[config.mk]
export PLATFORM = sky130hd
export DESIGN_NAME = mem_stage_flat
export DESIGN_NICKNAME = d
export VERILOG_FILES = /design/src/rtl/mem_stage_if.sv /design/src/rtl/mem_stage.sv /design/src/flat_wrapper.sv
export SDC_FILE = /design/constraint.sdc
export NUM_CORES = 1
export LEC_CHECK = 0
export CORE_MARGIN = 2
export CORE_UTILIZATION = 43
export CTS_BUF_LIST = sky130_fd_sc_hd__clkbuf_8
export CTS_CLUSTER_SIZE = 12
export DETAILED_ROUTE_END_ITERATION = 8
export MAX_ROUTING_LAYER = met4
export PLACE_DENSITY = 0.77
export SYNTH_ARGS = -nofsm -noshare
export SYNTH_HDL_FRONTEND = slang
export SYNTH_SLANG_ARGS = --single-unit
export TNS_END_PERCENT = 5
[constraint.sdc]
create_clock -name clk -period 2.41 [get_ports clk]
set_input_delay 0.482 -clock clk [delete_from_list [all_inputs] [get_ports clk]]
set_output_delay 0.482 -clock clk [all_outputs]
set_load 0.005 [all_outputs]
[src/rtl/mem_stage_if.sv]
// Signal bundle around the MEM stage: EX->MEM handshake, data-SRAM load
// response, MEM->WB handshake and the forwarding/stall bus back to ID.
interface mem_stage_if #(
  parameter int ES_TO_MS_WD = 76,
  parameter int MS_TO_WS_WD = 70
);
  logic                   es_to_ms_valid;
  logic [ES_TO_MS_WD-1:0] es_to_ms_bus;
  logic                   ms_allow_in;
  logic                   data_sram_data_ok;
  logic [31:0]            data_sram_rdata;
  logic                   ms_to_ws_valid;
  logic [MS_TO_WS_WD-1:0] ms_to_ws_bus;
  logic                   ws_allow_in;
  logic                   ms_fwd_valid;
  logic [4:0]             ms_fwd_dest;
  logic [31:0]            ms_fwd_result;
  logic                   ms_fwd_pending;

  modport master (
    output es_to_ms_valid, es_to_ms_bus, data_sram_data_ok, data_sram_rdata, ws_allow_in,
    input  ms_allow_in, ms_to_ws_valid, ms_to_ws_bus,
           ms_fwd_valid, ms_fwd_dest, ms_fwd_result, ms_fwd_pending
  );

  modport slave (
    input  es_to_ms_valid, es_to_ms_bus, data_sram_data_ok, data_sram_rdata, ws_allow_in,
    output ms_allow_in, ms_to_ws_valid, ms_to_ws_bus,
           ms_fwd_valid, ms_fwd_dest, ms_fwd_result, ms_fwd_pending
  );
endinterface

[src/rtl/mem_stage.sv]
// MEM pipeline stage: holds one instruction, waits for and aligns load data,
// hands results to WB and drives the forwarding/stall bus to ID.
module mem_stage #(
  parameter int ES_TO_MS_WD = 76,
  parameter int MS_TO_WS_WD = 70
) (
  input  logic       clk,
  input  logic       rst,
  mem_stage_if.slave ms_if
);
  logic                   ms_valid_q, ms_valid_d;
  logic [ES_TO_MS_WD-1:0] bus_q, bus_d;
  logic                   buf_vld_q, buf_vld_d;
  logic [31:0]            buf_data_q, buf_data_d;

  logic        mem_ld;
  logic [2:0]  ld_type;
  logic [1:0]  addr_lo;
  logic        rf_we;
  logic [4:0]  dest;
  logic [31:0] pc;
  logic [31:0] alu_result;

  logic        ms_ready_go;
  logic        ms_allow_in;
  logic        ms_to_ws_valid;
  logic        wb_transfer;
  logic        buf_capture;
  logic [31:0] load_word;
  logic [7:0]  load_byte;
  logic [15:0] load_half;
  logic [31:0] load_result;
  logic [31:0] final_result;
  logic        fwd_valid;
  logic [MS_TO_WS_WD-1:0] ws_bus;

  assign {mem_ld, ld_type, addr_lo, rf_we, dest, pc, alu_result} = bus_q;

  assign ms_ready_go    = !mem_ld || ms_if.data_sram_data_ok || buf_vld_q;
  assign ms_to_ws_valid = ms_valid_q && ms_ready_go;
  assign ms_allow_in    = !ms_valid_q || (ms_ready_go && ms_if.ws_allow_in);
  assign wb_transfer    = ms_to_ws_valid && ms_if.ws_allow_in;

  // Park a response only when WB stalls; otherwise rdata flows straight through.
  assign buf_capture = ms_if.data_sram_data_ok && ms_valid_q && mem_ld &&
                       !buf_vld_q && !ms_if.ws_allow_in;

  assign load_word = buf_vld_q ? buf_data_q : ms_if.data_sram_rdata;
  assign load_half = addr_lo[1] ? load_word[31:16] : load_word[15:0];

  always_comb begin
    load_byte = load_word[7:0];
    case (addr_lo)
      2'd1:    load_byte = load_word[15:8];
      2'd2:    load_byte = load_word[23:16];
      2'd3:    load_byte = load_word[31:24];
      default: load_byte = load_word[7:0];
    endcase
  end

  always_comb begin
    load_result = load_word;
    case (ld_type)
      3'b000:  load_result = {{24{load_byte[7]}}, load_byte};
      3'b001:  load_result = {{16{load_half[15]}}, load_half};
      3'b100:  load_result = {24'd0, load_byte};
      3'b101:  load_result = {16'd0, load_half};
      default: load_result = load_word;
    endcase
  end

  assign final_result = mem_ld ? load_result : alu_result;

  always_comb begin
    ms_valid_d = ms_valid_q;
    bus_d      = bus_q;
    buf_vld_d  = buf_vld_q;
    buf_data_d = buf_data_q;
    if (rst) begin
      ms_valid_d = 1'b0;
      bus_d      = '0;
      buf_vld_d  = 1'b0;
      buf_data_d = 32'd0;
    end else begin
      if (ms_allow_in) begin
        ms_valid_d = ms_if.es_to_ms_valid;
      end
      if (ms_if.es_to_ms_valid && ms_allow_in) begin
        bus_d = ms_if.es_to_ms_bus;
      end
      if (wb_transfer) begin
        buf_vld_d = 1'b0;
      end else if (buf_capture) begin
        buf_vld_d  = 1'b1;
        buf_data_d = ms_if.data_sram_rdata;
      end
    end
  end

  always_ff @(posedge clk) begin
    ms_valid_q <= ms_valid_d;
    bus_q      <= bus_d;
    buf_vld_q  <= buf_vld_d;
    buf_data_q <= buf_data_d;
  end

  assign ws_bus    = {rf_we, dest, pc, final_result};
  assign fwd_valid = ms_valid_q && rf_we && (dest != 5'd0);

  assign ms_if.ms_allow_in    = ms_allow_in;
  assign ms_if.ms_to_ws_valid = ms_to_ws_valid;
  assign ms_if.ms_to_ws_bus   = ws_bus;
  assign ms_if.ms_fwd_valid   = fwd_valid;
  assign ms_if.ms_fwd_dest    = dest;
  assign ms_if.ms_fwd_result  = final_result;
  // ID may only consume the forwarded value once the load word is available.
  assign ms_if.ms_fwd_pending = fwd_valid && mem_ld && !ms_if.data_sram_data_ok && !buf_vld_q;
endmodule
[src/flat_wrapper.sv]
// flat-port wrapper written by rule: the top's interface ports become plain ports
module mem_stage_flat 
#(
  parameter int ES_TO_MS_WD = 76,
  parameter int MS_TO_WS_WD = 70
)
  (clk, rst, ms_if_es_to_ms_valid, ms_if_es_to_ms_bus, ms_if_data_sram_data_ok, ms_if_data_sram_rdata, ms_if_ws_allow_in, ms_if_ms_allow_in, ms_if_ms_to_ws_valid, ms_if_ms_to_ws_bus, ms_if_ms_fwd_valid, ms_if_ms_fwd_dest, ms_if_ms_fwd_result, ms_if_ms_fwd_pending);
  mem_stage_if #(.ES_TO_MS_WD(ES_TO_MS_WD), .MS_TO_WS_WD(MS_TO_WS_WD)) ms_if_i ();
  input  logic clk;
  input  logic rst;
  input wire logic [$bits(ms_if_i.es_to_ms_valid)-1:0] ms_if_es_to_ms_valid;
  input wire logic [$bits(ms_if_i.es_to_ms_bus)-1:0] ms_if_es_to_ms_bus;
  input wire logic [$bits(ms_if_i.data_sram_data_ok)-1:0] ms_if_data_sram_data_ok;
  input wire logic [$bits(ms_if_i.data_sram_rdata)-1:0] ms_if_data_sram_rdata;
  input wire logic [$bits(ms_if_i.ws_allow_in)-1:0] ms_if_ws_allow_in;
  output wire logic [$bits(ms_if_i.ms_allow_in)-1:0] ms_if_ms_allow_in;
  output wire logic [$bits(ms_if_i.ms_to_ws_valid)-1:0] ms_if_ms_to_ws_valid;
  output wire logic [$bits(ms_if_i.ms_to_ws_bus)-1:0] ms_if_ms_to_ws_bus;
  output wire logic [$bits(ms_if_i.ms_fwd_valid)-1:0] ms_if_ms_fwd_valid;
  output wire logic [$bits(ms_if_i.ms_fwd_dest)-1:0] ms_if_ms_fwd_dest;
  output wire logic [$bits(ms_if_i.ms_fwd_result)-1:0] ms_if_ms_fwd_result;
  output wire logic [$bits(ms_if_i.ms_fwd_pending)-1:0] ms_if_ms_fwd_pending;
  assign ms_if_i.es_to_ms_valid = ms_if_es_to_ms_valid;
  assign ms_if_i.es_to_ms_bus = ms_if_es_to_ms_bus;
  assign ms_if_i.data_sram_data_ok = ms_if_data_sram_data_ok;
  assign ms_if_i.data_sram_rdata = ms_if_data_sram_rdata;
  assign ms_if_i.ws_allow_in = ms_if_ws_allow_in;
  assign ms_if_ms_allow_in = ms_if_i.ms_allow_in;
  assign ms_if_ms_to_ws_valid = ms_if_i.ms_to_ws_valid;
  assign ms_if_ms_to_ws_bus = ms_if_i.ms_to_ws_bus;
  assign ms_if_ms_fwd_valid = ms_if_i.ms_fwd_valid;
  assign ms_if_ms_fwd_dest = ms_if_i.ms_fwd_dest;
  assign ms_if_ms_fwd_result = ms_if_i.ms_fwd_result;
  assign ms_if_ms_fwd_pending = ms_if_i.ms_fwd_pending;
  mem_stage #(.ES_TO_MS_WD(ES_TO_MS_WD), .MS_TO_WS_WD(MS_TO_WS_WD)) u_core (.clk(clk), .rst(rst), .ms_if(ms_if_i));
endmodule
Word level (Yosys, flattened, before mapping):

Index checks and enable logic that the tools add are counted.

* eq/ne operators: 6
* multiplexer cells: 5
* bitwise gates (word level): 1
* reductions and logical operators: 25

Operators with widths (count)
* $pmux W32 S4: 1
* $mux W32: 2
* $pmux W8 S3: 1
* $mux W16: 1
* $logic_and A1 B1 Y1: 13
* $eq A3 B3 Y1 const B: 2
* $logic_not A1 Y1: 5
* $reduce_bool A5 Y1: 1
* $eq A2 B2 Y1 const B: 2
* $eq A3 B1 Y1 const B: 1
* $logic_not A3 Y1: 1
* $logic_or A1 B1 Y1: 3
* $eq A2 B1 Y1 const B: 1
* $reduce_and A2 Y1: 1
* $reduce_or A2 Y1: 1
* $not A1 Y1: 1

* register bits: 110
* output and inout bits: 111
* input bits: 113

Depth between registers and ports, before layout:

Gate-level depths: netlist of the first run.

* word-level depth: 7
* depth in mapped cells: 8
* mapped depth without buffers: 4

Least setup slack after synthesis of the first run:

Ideal clock, no wire load.

* path kind: register -> output
* from: reg u_core.buf_vld_q
* to: out ms_if_ms_to_ws_bus[16]
* cell stages (with the launch flop): 8
* setup slack: 0.042 ns
* arrival time: 1.886 ns
* data required time: 1.928 ns
* cell sequence: dfxtp_1 > buf_6 > mux2_2 > mux4_2 > buf_4 > a21oi_4 > nand2_1 > buf_4

* longest elaborated chain between the ends: 4
* elaborated cells between the ends (all ways): 5
* those cells by class: mux (5)

RTL lines
* start: declaration: line mem_stage.sv:13 `logic buf_vld_q, buf_vld_d;`
* start signal: assignment: line mem_stage.sv:103 `buf_vld_q <= buf_vld_d;`
* $mux W32 *: line mem_stage.sv:48 `assign load_word = buf_vld_q ? buf_data_q : ms_if.data_sram_rdata;`
* $pmux W8 S3 or $mux W16 (tied branches): line mem_stage.sv:53, mem_stage.sv:49
* $pmux W32 S4 *: line mem_stage.sv:63 `case (ld_type)`
* $mux W32 *: line mem_stage.sv:72 `assign final_result = mem_ld ? load_result : alu_result;`
* end: declaration: line flat_wrapper.sv:18 `output wire logic [$bits(ms_if_i.ms_to_ws_bus)-1:0] ms_if_ms_to_ws_bus;`

Every way passes the cells marked *; elsewhere a longest branch is shown, timed or not.

Worst setup path after layout of the first run:

* from: reg u_core.buf_vld_q
* to: out ms_if_ms_fwd_result[2]

* longest elaborated chain between the ends: 4
* elaborated cells between the ends (all ways): 5
* those cells by class: mux (5)

RTL lines
* $mux W32 *: line mem_stage.sv:48
* $pmux W8 S3 or $mux W16 (tied branches): line mem_stage.sv:53, mem_stage.sv:49
* $pmux W32 S4 *: line mem_stage.sv:63
* $mux W32 *: line mem_stage.sv:72
* end: declaration: line flat_wrapper.sv:21 `output wire logic [$bits(ms_if_i.ms_fwd_result)-1:0] ms_if_ms_fwd_result;`

Marks and branches as above.

==> metrics, run 1 <==
Most used DFF post-synth dfxtp_1; synth warn 0; post-route ant nets 0; Worst EP required 1930 ps; Worst Tran Pin Value 587 ps; Peak VDD IR 278 uV; DR WL/cell 16.2 microns; critical path fanouts, max 14; Synth area leader dfxtp_1; Clock Path Buffers 2; Synth area leaders dfxtp_1, nand2b_1, mux2i_1; GRT Residual Overflow 0; Leak 0.00364 uW; synth cell count leaders nand2b_1, dfxtp_1, nand2_1; largest net degree at the start of global routing 71; number of global-route vias before repair 5562; # rows 44; final worst path period share 119%; Synth Area per Inst 8.41 sq um; # setup viols final 64; first-pass GRT wire length 28600 microns; max-cap violations 0; port bufs 223; flops & latches, synth 110; arrival time at the worst endpoint 2390 ps; failing checks negative setup slack; final setup margin -463 ps; Hold WC Path Type reg2reg; Vias 5649; post-synth net total 874; Initial Util 44.0%; endpoint class of the critical path primary output; HPWL Detailed 13100 microns; clk_lat worst skew 380 ps; Startpoint Class flip-flop; die area 0.0159 sq mm; status complete, but fails checks; total CTS buffers 9; CTS tree built; Starting DRT DRC Count 392; EDFF count, synth 0; DRT Wirelength 18200 microns; Power, Total 4410 uW; most frequent cell after synthesis nand2b_1; Async SR Flop Fraction 0%; Synth Instances 761; Setup WS pre-CTS -1100 ps; htree depth 3; Core ar. 0.0145 sq mm; Fill cells 1257; Tot GR Track Use 23.0%; pins over their slew limit 0; P&R area growth vs syn 41.0%; Max Freq 348 MHz; clk sinks 110; DR DRC count 0; Cell Pwr Density 489 mW/mm^2; Root Buffer clkbuf_8; drt pass-1 iters 5; Die Y 126 microns; nets@finish 1048; Clock transition at path regs 100 ps; Synth top area share 34.4%; Vias/cell 5.02; crit path time final 2870 ps; share of layout cells above drive strength 1 22.7%; final hold vios 0; Netlist cell types 36; Mapped Area 0.00640 sq mm; RSZ-0062 raised after global routing true; relative slew slack 60.9%; die width 126 microns; post-synthesis sequential area ratio 34.4%; Setup Skew 8.51 ps; Crit Path Class reg2out; initial antenna violation count 1; hold bufs inserted after CTS 0; GPL Wtd Cong 0.896; I/O Pins 224
-- registers in the layout, summed over array words and instances (netlist names) --
signal	flops
u_core.ms_valid_q	1
u_core.buf_data_q	32
u_core.buf_vld_q	1
u_core.bus_q	76
-- cell type report --
class	count	area (sq um)	share of cell area (%)
multi-input cells	518	3650	40.4
clock inverters	4	46.3	0.513
repair buffers	290	2690	29.8
flip-flops and latches	110	2210	24.5
inverters	6	26.3	0.291
diodes	1	2.50	0.0277
well taps	184	230	2.55
clock buffers	12	165	1.83
-- layout by cell type (no fill, tap or decap), drive strengths merged, types with 2 or more instances in the layout --
master	instances
nand2	102
nor2b	3
nand2b	155
clkbuf	28
mux4	2
clkdlybuf4s50	158
a221oi	8
inv	7
dfxtp	110
nand3	12
nor3	5
o22ai	7
and2	4
o21ai	11
clkinv	2
or3	2
a31oi	5
nor2	24
dlygate4sd2	9
mux2i	95
a22oi	4
mux2	17
a211oi	2
clkdlybuf4s15	6
buf	100
a21oi	53
-- worst max-delay path, cell delays in order, from the launching register on --
cell             delay, ps
dfxtp_4                450
buf_6                  260
mux2_2                 410
a22oi_2                250
a31oi_2                160
clkdlybuf4s50_1        470
-- worst paths after layout --
| path | from | to | slack, ps | depth (start not counted) |
|---|---|---|---|---|
| max reg2reg | u_core.bus_q[75] | u_core.bus_q[24] | 490 | 8 |
| min | u_core.buf_data_q[4] | u_core.buf_data_q[4] | 460 | 2 |
| max | u_core.buf_vld_q | ms_if_ms_fwd_result[2] | -460 | 5 |
| min reg2reg | u_core.buf_data_q[4] | u_core.buf_data_q[4] | 460 | 2 |
-- cells by family after synthesis --
kind of cell	count (synthesis)	share of synthesized area (%)
AO/OA/AOI/OAI	95	8.86
buffers and inverters	133	13.1
flip-flops	110	34.4
multiplexers	114	18.6
AND/OR/NAND/NOR	309	25.0
-- power breakdown --
part | total [uW] | switching [uW] | internal (uW)
registers | 1970 | 58.5 | 1910
clock network | 1210 | 645 | 562
logic | 1240 | 527 | 712
-- routing by layer --
metal  track usage (%)  vias up  share of wire [%]
li1                  -     2810                  -
met1              27.8     2601                 42
met2              37.1      215                 49
met3              6.24       23                8.0
met4              7.95        0                1.8
met5                 -        -                  0
-- per-stage QoR --
step	setup TNS, ps	hold WS, ps	util (%)	std cells	area [sq um]
CTS	-22760	458	62.1	1124	9020
global route	-24100	482	62.1	1125	9020
detailed placement	-51510	443	59.0	1099	8570
finish	-20560	458	62.1	1125	9020
global placement	-49470	438	59.0	1099	8570
floorplan	0	433	-	761	6400
-- repair_timing --
item | CTS | global route
resized for setup | 261 | 39
setup buffers | 8 | 0
pin swaps | 10 | 6
setup endpoints to repair | 67 | 67
cloned | 1 | 0
endpoints found under the hold margin | 0 | 0
No activity file was read; power rests on OpenSTA's default activity.
==> run 2, diff against run 1 <==
--- a/config.mk
+++ b/config.mk
@@ -5,13 +5,13 @@
 export SDC_FILE = /design/constraint.sdc
 export NUM_CORES = 1
 export LEC_CHECK = 0
+export ABC_CLOCK_PERIOD_IN_PS = 2410
 export CORE_MARGIN = 2
-export CORE_UTILIZATION = 43
-export CTS_BUF_LIST = sky130_fd_sc_hd__clkbuf_8
+export CORE_UTILIZATION = 42
 export CTS_CLUSTER_SIZE = 12
 export DETAILED_ROUTE_END_ITERATION = 8
 export MAX_ROUTING_LAYER = met4
-export PLACE_DENSITY = 0.77
+export PLACE_DENSITY = 0.75
 export SYNTH_ARGS = -nofsm -noshare
 export SYNTH_HDL_FRONTEND = slang
 export SYNTH_SLANG_ARGS = --single-unit
==> metrics, run 2 (synthesis gave the netlist of run 1 again) <==
status complete, but fails checks; failing checks negative setup slack; Cells on Worst Hold Path 2; HPWL Detailed 12900 microns; Worst EP required 1930 ps; largest net degree at the start of global routing 75; Vias 5732; Leak 0.00359 uW; Setup WS pre-CTS -844 ps; Cell Pwr Density 516 mW/mm^2; Clock Path Buffers 2; max reg flops 76; I/O Pins 224; Peak VDD IR 343 uV; Reg with most FFs u_core.bus_q; arrival time at the worst endpoint 2310 ps; final worst path period share 116%; total CTS buffers 9; DR WL/cell 16.0 microns; delay of the slowest critical-path stage 510 ps; Setup Skew 3.52 ps; Crit Path Class reg2out; first-pass GRT wire length 27600 microns; commonest non-fill, non-tap cell in the layout clkdlybuf4s50_1; number of global-route vias before repair 5360; # rows 45; worst path bufs/invs 3; commonest cells after routing, fill and taps aside clkdlybuf4s50_1, nand2b_1, dfxtp_1; port bufs 223; Root Buffer clkbuf_16; Worst Tran Pin Value 517 ps; clk_lat worst skew 350 ps; pins over their slew limit 0; Startpoint Class flip-flop; RSZ-0062 raised after global routing true; clk sinks 110; Vias/cell 5.09; R2R setup slack 550 ps; nets@finish 1045; CP Depth 7; htree depth 3; Starting DRT DRC Count 466; Die Y 127 microns; relative slew slack 64.6%; hold bufs inserted after CTS 0; Fill cells 1312; Max Freq 358 MHz; Core ar. 0.0150 sq mm; initial antenna violation count 1; R2R depth 7; Power, Total 4620 uW; CP most frequent cell buf_6; setup TNS -18370 ps; die area 0.0162 sq mm; CTS tree built; Tot GR Track Use 22.1%; max-cap violations 0; # setup viols final 65; Slowest-stage cell, CP mux4_2; critical path fanouts, max 8; crit path cell chain mux2_4 > mux4_2 > buf_6 > a21oi_4 > buf_6 > nand2_2 > buf_2; final setup margin -386 ps; die width 127 microns; post-route ant nets 0; endpoint class of the critical path primary output; crit path time final 2800 ps; cell family contributing the most delay on the critical path multiplexers; final hold vios 0; GPL Wtd Cong 0.949; drt pass-1 iters 5; Initial Util 42.6%; DR DRC count 0; DRT Wirelength 18000 microns; Hold WC Path Type reg2reg; Clock transition at path regs 70 ps; share of layout cells above drive strength 1 21.3%; P&R area growth vs syn 40.1%; Top Registers u_core.bus_q: 76 flops, u_core.buf_data_q: 32 flops; GRT Residual Overflow 0
-- run 2: cell types whose count changed in the layout (fill, tap and decap cells not counted), moves of 4 or more --
| cell | change |
|---|---|
| buf_2 | -7 |
| buf_12 | -5 |
| clkdlybuf4s15_1 | +4 |
| clkbuf_16 | +9 |
| clkbuf_8 | -11 |
| clkbuf_2 | +6 |
-- run 2: final cells by class --
class                      instances  area (sq um)  share of cell area, %
antenna                            2          5.00                 0.0558
sequential                       110          2210                   24.6
inverter                           6          22.5                  0.251
tap                              188           235                   2.62
clock buffer                      10           239                   2.67
clock inverter                     6          46.3                  0.516
timing repair buffer             286          2590                   28.9
multi-input combinational        519          3610                   40.3
-- run 2: through the flow --
stage          utilization [%]  cell area [sq um]  hold slack, ps  cells
2_1_floorplan                -               6400             433    761
5_1_grt                   59.6               8960             469   1126
6_report                  59.6               8960             455   1127
4_1_cts                   59.8               8990             456   1125
3_5_place_dp              56.7               8530             445   1100
3_3_place_gp              56.7               8530             438   1100
-- run 2: power by group --
group / total (uW) / switching, uW / internal, uW / leakage (uW)
clock network: 1450 / 709 / 736 / 0.000135
registers: 1960 / 57.5 / 1910 / 0.000902
logic: 1210 / 521 / 691 / 0.00255
-- run 2: worst paths after layout --
check | from | endpoint
worst max register to register | u_core.bus_q[75] | u_core.bus_q[26]
worst min register to register | u_core.buf_data_q[17] | u_core.buf_data_q[17]
worst min-delay path | u_core.buf_data_q[17] | u_core.buf_data_q[17]
worst max-delay path | u_core.buf_vld_q | ms_if_ms_to_ws_bus[24]
-- run 2: timing repair --
action | 4_1_cts | 5_1_grt
setup endpoints to repair | 66 | 66
setup buffers | 9 | 0
endpoints found under the hold margin | 0 | 0
pin swaps | 12 | 5
gates resized for setup | 223 | 44
cloned | 1 | 0
-- run 2: metal layers --
layer	global-route usage [%]	vias to the layer above	wire, microns
met4	7.37	0	418
met1	26.8	2652	7470
li1	-	2809	-
met3	5.95	31	1550
met5	-	-	0
met2	35.5	240	8610
-- run 2: worst register-to-register path: cells and delay by family, from the launching register on --
family,cells,cell delay [ps]
AOI/OAI and AO/OA,1,220
buffers and inverters,3,600
DFF,1,340
muxes,1,270
and+or+nand+nor,2,360
==> run 3, diff against run 2 <==
--- a/config.mk
+++ b/config.mk
@@ -6,8 +6,10 @@
 export NUM_CORES = 1
 export LEC_CHECK = 0
 export ABC_CLOCK_PERIOD_IN_PS = 2410
+export CELL_PAD_IN_SITES_DETAIL_PLACEMENT = 0
+export CELL_PAD_IN_SITES_GLOBAL_PLACEMENT = 1
 export CORE_MARGIN = 2
-export CORE_UTILIZATION = 42
+export CORE_UTILIZATION = 30
 export CTS_CLUSTER_SIZE = 12
 export DETAILED_ROUTE_END_ITERATION = 8
 export MAX_ROUTING_LAYER = met4
==> metrics, run 3 (synthesis gave the netlist of run 1 again) <==
status complete, but fails checks; failing checks negative setup slack; arrival time at the worst endpoint 2400 ps; Comb pwr share 26.1%; final worst path period share 119%; hold bufs inserted after CTS 0; Worst EP required 1930 ps; commonest cells after routing, fill and taps aside nand2b_1, clkdlybuf4s50_1, dfxtp_1; first-pass GRT wire length 29700 microns; Vias/cell 4.62; pins over their slew limit 0; Initial Util 30.5%; initial antenna violation count 0; I/O Pins 224; Root Buffer clkbuf_16; die width 150 microns; RR Startpoint u_core.buf_vld_q; Starting DRT DRC Count 249; relative slew slack 67.1%; Vias 5672; final core occ 44.4%; max-cap violations 0; port bufs 223; R2R setup slack 500 ps; Top Registers u_core.bus_q: 76 flops, u_core.buf_data_q: 32 flops; switching part of the total 27.1%; crit path time final 2880 ps; clk_lat worst skew 360 ps; final hold vios 0; CP Launch Point ms_if_data_sram_rdata[15]; final setup margin -469 ps; Setup WS pre-CTS -1240 ps; R2R depth 9; CTS tree built; Reg with most FFs u_core.bus_q; Psw 1290 uW; Reg power frac 41.1%; nets@finish 1059; HPWL Detailed 14300 microns; reg2reg end u_core.bus_q[27]; post-route ant nets 0; Clk pwr share 32.8%; Core ar. 0.0210 sq mm; die area 0.0225 sq mm; max reg flops 76; Setup Skew 10.2 ps; GRT Residual Overflow 0; critical path fanouts, max 7; largest net degree at the start of global routing 69; endpoint class of the critical path primary output; Crit Path Class in2out; Worst Tran Pin Value 489 ps; Clock Path Buffers 2; Startpoint Class input port; Leak 0.00376 uW; # setup viols final 64; setup TNS -20250 ps; Peak VDD IR 356 uV; drt pass-1 iters 5; RSZ-0062 raised after global routing true; Clock transition at path regs 70 ps; hold_ws 459 ps; Hold WC Path Type reg2reg; Max Freq 347 MHz; GPL Wtd Cong 0.885; # rows 53; P_int 3490 uW; Die Y 150 microns; DRT Wirelength 19500 microns; P&R area growth vs syn 45.3%; Critical Path End ms_if_ms_fwd_result[28]; Cell Pwr Density 514 mW/mm^2; clk sinks 110; total CTS buffers 9; Power, Total 4780 uW; commonest non-fill, non-tap cell in the layout nand2b_1; share of layout cells above drive strength 1 22.5%; DR WL/cell 15.9 microns; htree depth 3; number of global-route vias before repair 5488; Tot GR Track Use 17.4%; DR DRC count 0
## run 3: cell count changes in the layout (fill, tap and decap cells not counted), moves of 3 or more
cell / delta
buf_12: +4
clkbuf_2: +4
dlygate4sd2_1: +5
nand2_1: +5
nand2_2: -7
clkdlybuf4s50_1: -8
buf_8: +3
buf_2: -4
buf_4: +10
mux2_4: +3
mux2_2: -3
## run 3: area by class of cell
cell class,instances,area [sq um]
sequential,110,2210
inverter,6,28.8
clock buffer,13,260
antenna,2,5.00
fill,2070,11700
timing repair buffer,301,2770
tap,275,344
clock inverter,3,42.5
multi-input combinational,518,3630
## run 3: critical path: stages
cell	delay [ps]
dlygate4sd2_1	260
buf_6	120
mux2_4	260
mux4_2	600
a21oi_4	260
buf_12	140
buf_6	90
nand2_2	40
buf_2	130
## run 3: layer usage
layer | global-route usage (%) | up-vias | routed length, microns
li1 | - | 2830 | -
met4 | 4.76 | 0 | 446
met1 | 21.0 | 2632 | 8410
met2 | 27.5 | 183 | 8970
met5 | - | - | 0
met3 | 6.43 | 27 | 1680
## run 3: metrics by stage
stage          cell area [sq um]  instances
2_1_floorplan               6400        761
3_3_place_gp                8680       1191
3_5_place_dp                8680       1191
4_1_cts                     9270       1219
5_1_grt                     9290       1226
6_report                    9300       1228
## run 3: worst min-delay path by stage
stage                                     start               endpoint  slack (ps)  cells past startpoint
after global placement    u_core.buf_data_q[19]  u_core.buf_data_q[19]         440                      2
after detailed placement  u_core.buf_data_q[19]  u_core.buf_data_q[19]         440                      2
after floorplan           u_core.buf_data_q[17]  u_core.buf_data_q[17]         430                      2
after CTS                  u_core.buf_data_q[3]   u_core.buf_data_q[3]         460                      2
after global routing      u_core.buf_data_q[17]  u_core.buf_data_q[17]         480                      2
final                     u_core.buf_data_q[21]  u_core.buf_data_q[21]         460                      2
## run 3: power groups by stage
stage	clock network (uW)	logic, uW	registers [uW]
2_1_floorplan	0	645	1990
3_3_place_gp	0	1240	2000
3_5_place_dp	0	1250	2000
4_1_cts	1620	1250	1970
5_1_grt	1680	1350	1980
6_report	1570	1250	1970
## run 3: repair_timing
action	CTS	global route
cloned	0	0
pin swaps	13	8
gates resized for setup	246	48
buffers inserted	13	7
setup endpoints to repair	67	65
